[config.mk]
export PLATFORM = sky130hd
export DESIGN_NAME = irq_timer
export DESIGN_NICKNAME = d
export VERILOG_FILES = /design/src/rtl/irq_timer.sv
export SDC_FILE = /design/constraint.sdc
export NUM_CORES = 1
export LEC_CHECK = 0
export BUFFER_PORTS_ARGS = -buffer_cell sky130_fd_sc_hd__buf_2
export CORE_ASPECT_RATIO = 0.75
export CORE_UTILIZATION = 55
export DETAILED_ROUTE_END_ITERATION = 8
export GPL_TIMING_DRIVEN = 0
export PLACE_DENSITY = 0.85
export SYNTH_ARGS = -nofsm -noshare
export SYNTH_HDL_FRONTEND = slang
export SYNTH_SLANG_ARGS = --single-unit
export TNS_END_PERCENT = 50
[constraint.sdc]
create_clock -name clk -period 2.41 [get_ports clk]
set_input_delay 0.1205 -clock clk [delete_from_list [all_inputs] [get_ports clk]]
set_output_delay 0.1205 -clock clk [all_outputs]
set_load 0.02 [all_outputs]
[src/rtl/irq_timer.sv]
// Memory-mapped interval timer: TH reload, TL up-counter, TCON {ist, ien, ten}.
// A wrap of TL past all-ones reloads from TH and latches a sticky interrupt status.
module irq_timer #(
  parameter logic [31:0] BASE = 32'h4000_0000
) (
  input  logic        clk,
  input  logic        reset,
  input  logic [31:0] Addr,
  input  logic        MemWr,
  input  logic        MemRd,
  input  logic [31:0] WriteData,
  output logic [31:0] ReadData,
  output logic        IRQ
);

  logic [31:0] th_q, th_d;
  logic [31:0] tl_q, tl_d;
  logic [2:0]  tcon_q, tcon_d;

  logic hit_th, hit_tl, hit_tcon;
  logic ten, ien, ist;
  logic ovf;

  assign hit_th   = (Addr == BASE);
  assign hit_tl   = (Addr == BASE + 32'd4);
  assign hit_tcon = (Addr == BASE + 32'd8);

  assign ten = tcon_q[0];
  assign ien = tcon_q[1];
  assign ist = tcon_q[2];

  assign ovf = ten && (tl_q == 32'hFFFF_FFFF);

  always_comb begin
    th_d   = th_q;
    tl_d   = tl_q;
    tcon_d = tcon_q;

    if (ten) begin
      if (ovf) tl_d = th_q;
      else     tl_d = tl_q + 32'd1;
    end
    if (ovf && ien) tcon_d[2] = 1'b1;

    if (MemWr && hit_th) th_d = WriteData;
    if (MemWr && hit_tl) tl_d = WriteData;
    // A software clear racing an overflow must not lose the interrupt.
    if (MemWr && hit_tcon) begin
      tcon_d = WriteData[2:0];
      if (ovf && (ien || WriteData[1])) tcon_d[2] = 1'b1;
    end
  end

  always_ff @(posedge clk or negedge reset) begin
    if (!reset) begin
      th_q   <= 32'd0;
      tl_q   <= 32'd0;
      tcon_q <= 3'b000;
    end else begin
      th_q   <= th_d;
      tl_q   <= tl_d;
      tcon_q <= tcon_d;
    end
  end

  always_comb begin
    ReadData = 32'd0;
    if (MemRd) begin
      if (hit_th)        ReadData = th_q;
      else if (hit_tl)   ReadData = tl_q;
      else if (hit_tcon) ReadData = {29'd0, tcon_q};
    end
  end

  assign IRQ = ist & ien;

endmodule

==> metrics.yaml <==
logic_synthesis:
  synth.top_cells.by_area: "dfrtp_1, mux2_2, a22oi_1"
  synth_ff_type: "dfrtp_1"
  synth-edff-count: 0
  synth_cell_types: 59
  async_reset_ff_share_pct: 100.0
  ys_seq_elements: 67
  yosysWarnings: 0
  synth_area_sq_mm: 0.004362
  yosysSeqAreaShare_pct: 38.44
  synth_top_area_share_pct: 38.44
  syn-instance-count: 475
  syn_nets: 544
  yosys.area.top_type: "dfrtp_1"
  avgSynthCellArea_sq_um: 9.182
worst_hold_path:
  hold_class: "in2reg"
sta:
  max_freq_mhz: 417.3
  setup-violations-final: 0
  fin_crit_sh_pct: 99.42
  whs_ns: 0.004575
  fin_ws_ns: 0.01392
  relSlewSlack_pct: 42.33
  finalHoldViolCount: 0
  worstMarginPinSlew_ns: 0.8651
  period_minus_slack_ns: 2.396
  finalSetupTns_ns: 0
  slew_violations: 0
  rsz0062_at_grt: "yes"
  skew_ns: 0.007505
layout:
  drive_gt1_share_pct: 31.91
  fin_nets: 675
  layout_commonest_cell: "buf_2"
  layoutNonFillerInstCount: 712
  antenna_cells: 0
  syn2layout_area_growth_pct: 24.33
  final_cell_mix: "buf_2, dfrtp_1, nand2_1"
drt:
  totalWireLength_mm: 13.29
  initialDrtViolationCount: 450
  first_pass_iters: 5
  via_count: 4425
  postRouteAntennaNets: 0
  viasPerCell: 6.215
  wl_per_cell_um: 18.67
  drc: 0
floorplanning:
  initial_core_util_pct: 58.16
  core_sq_mm: 0.007500
  io-pin-count: 101
  rows: 27
  dieArea_sq_mm: 0.008294
  die_w_um: 104.8
  die_y_um: 79.12
pwr:
  leakage_nw: 2.517
  power_frac_seq_pct: 51.5
  power_density_mw_per_mm2: 402.2
  ir_worst_vdd_mv: 0.4048
  pwr-share-comb_pct: 6.0
  netSwitchingPower_mw: 0.5109
  power_switching_share_pct: 23.43
  clkPwrFrac_pct: 42.5
  p_int_mw: 1.670
global_route:
  antenna_found_initial: 0
  grt_pass1_wl_mm: 21.25
  track_usage_pct: 33.37
  grt-ovfl-total: 0
  grt_pass1_vias: 4289
  grt_start_max_net_pins: 68
worst_setup_path:
  crit_buf_inv: 3
  crit_chain: "buf_2 -> clkbuf_1 -> nand2_1 -> a2111oi_0 -> buf_2"
  cp-start-kind: "flop"
  required_ns: 2.29
  max_stage_delay_ns: 0.51
  cp_top_family: "buffers and inverters"
  endpoint_kind: "output pin"
  crit_slowest_cell: "clkbuf_1"
  path_max_fanout: 10
  crit_top_cell: "buf_2"
  critPathKind: "reg2out"
  worst_ep_arrival_time_ns: 2.28
clocking:
  clk_latency_ns: 0.36
  ctsLongestPathBuffers: 2
  cts-root-buf: "clkbuf_8"
  clkSinkCount: 67
  cts_made_buffers: 9
  cts_tree: "done"
  cts.clk_slew.worst_paths_ns: 0.07
  htreeDepth: 3
placement:
  hpwlAfterDp_mm: 9.489
  place.gp.congestion: 0.9401
  dpl_worst_slack_ns: -0.1654
  placed_cells: 675
  io_buffer_count: 99
run:
  drv_cap: 0
outcome:
  status: "complete, no violations"
==> path summary, 6_finish.rpt <==
kind	start	end	slack (ns)	cells past startpoint
max	tcon_q[0]$_DFFE_PN0P_	ReadData[0]	0.01	5
min	WriteData[31]	th_q[31]$_DFFE_PN0P_	0.005	3
max reg2reg	tl_q[0]$_DFFE_PN0P_	tl_q[26]$_DFFE_PN0P_	0.13	8
min reg2reg	th_q[8]$_DFFE_PN0P_	th_q[8]$_DFFE_PN0P_	0.54	1
max in group asynchronous	reset	tl_q[1]$_DFFE_PN0P_	1.38	2
min in group asynchronous	reset	th_q[22]$_DFFE_PN0P_	0.39	2
==> tightest hold or removal path: stages <==
cell and delay [ns]:
buf_2 0.10, nand2_1 0.05, o21ai_0 0.06
==> area by class of cell <==
type,count,area (sq um)
Buffer,37,211.5
Clock buffer,12,135.1
Clock inverter,4,51.30
Fill cell,592,2077
Inverter,8,30.03
Multi-Input combinational cell,363,2491
Sequential cell,67,1679
Tap cell,101,126.4
Timing Repair Buffer,120,698.2
==> repair_timing <==
action                     CTS  global route
hold buffers                17             0
buffers inserted             0             4
setup endpoints to repair   43            50
pin swaps                    2             2
resized for setup            5            15
gates cloned                 0             0
hold endpoints to repair    83             0
==> cells in the mapped netlist, drive strengths merged (2+ instances only) <==
library cell	n
a21oi	20
xnor2	5
xor2	7
clkbuf	21
o211ai	8
nor4	22
dfrtp	67
nand4	14
a41oi	2
buf	16
nor2b	32
mux2	31
mux2i	6
nor3	11
nand3	18
a22oi	29
a211oi	7
a2111oi	3
and3	5
or2	2
and4	11
o21a	2
a21o	11
a22o	2
a31oi	13
inv	7
nand2	44
or3	4
and2	3
nor2	29
o21ai	11
or4	2
==> registers in the layout, summed over array words and instances (netlist names) <==
| signal | cells |
|---|---|
| tcon_q | 3 |
| th_q | 32 |
| tl_q | 32 |
==> kinds of logic (layout without fill, tap and decap cells) <==
| family | Yosys count | count (layout) | share of synthesized area, % |
|---|---|---|---|
| flip-flops | 67 | 67 | 38.44 |
| AND/OR/NAND/NOR | 200 | 200 | 26.25 |
| buffers and inverters | 45 | 181 | 5.364 |
| adder cells (fa/ha/maj) | 1 | 1 | 0.2868 |
| multiplexers | 37 | 37 | 9.380 |
| XOR/XNOR | 12 | 12 | 2.410 |
| AO/OA/AOI/OAI | 113 | 113 | 17.87 |
==> power groups by stage <==
stage               clock network (mW)  logic, mW  registers, mW
floorplan                            0     0.0173           1.15
global placement                     0      0.106           1.15
detailed placement                   0      0.109           1.15
CTS                              0.927      0.131           1.12
global route                     0.980      0.144           1.12
finish                           0.926      0.132           1.12
==> per-layer routing <==
layer	GRT usage, %	part of all wire, %	vias to the layer above
met1	43.59	43	2129
met5	0	0	-
met4	11.27	1.7	0
li1	-	-	2031
met2	55.03	47	240
met3	7.718	8.5	25
==> stage by stage <==
step	instance area, sq um	util, %	power [mW]
after detailed placement	4986	66.48	1.255
after CTS	5370	71.60	2.182
after global placement	4984	66.45	1.252
after floorplan	4362	-	1.163
after global routing	5423	72.31	2.247
final	5423	72.31	2.181
No activity file was read; power rests on OpenSTA's default activity.
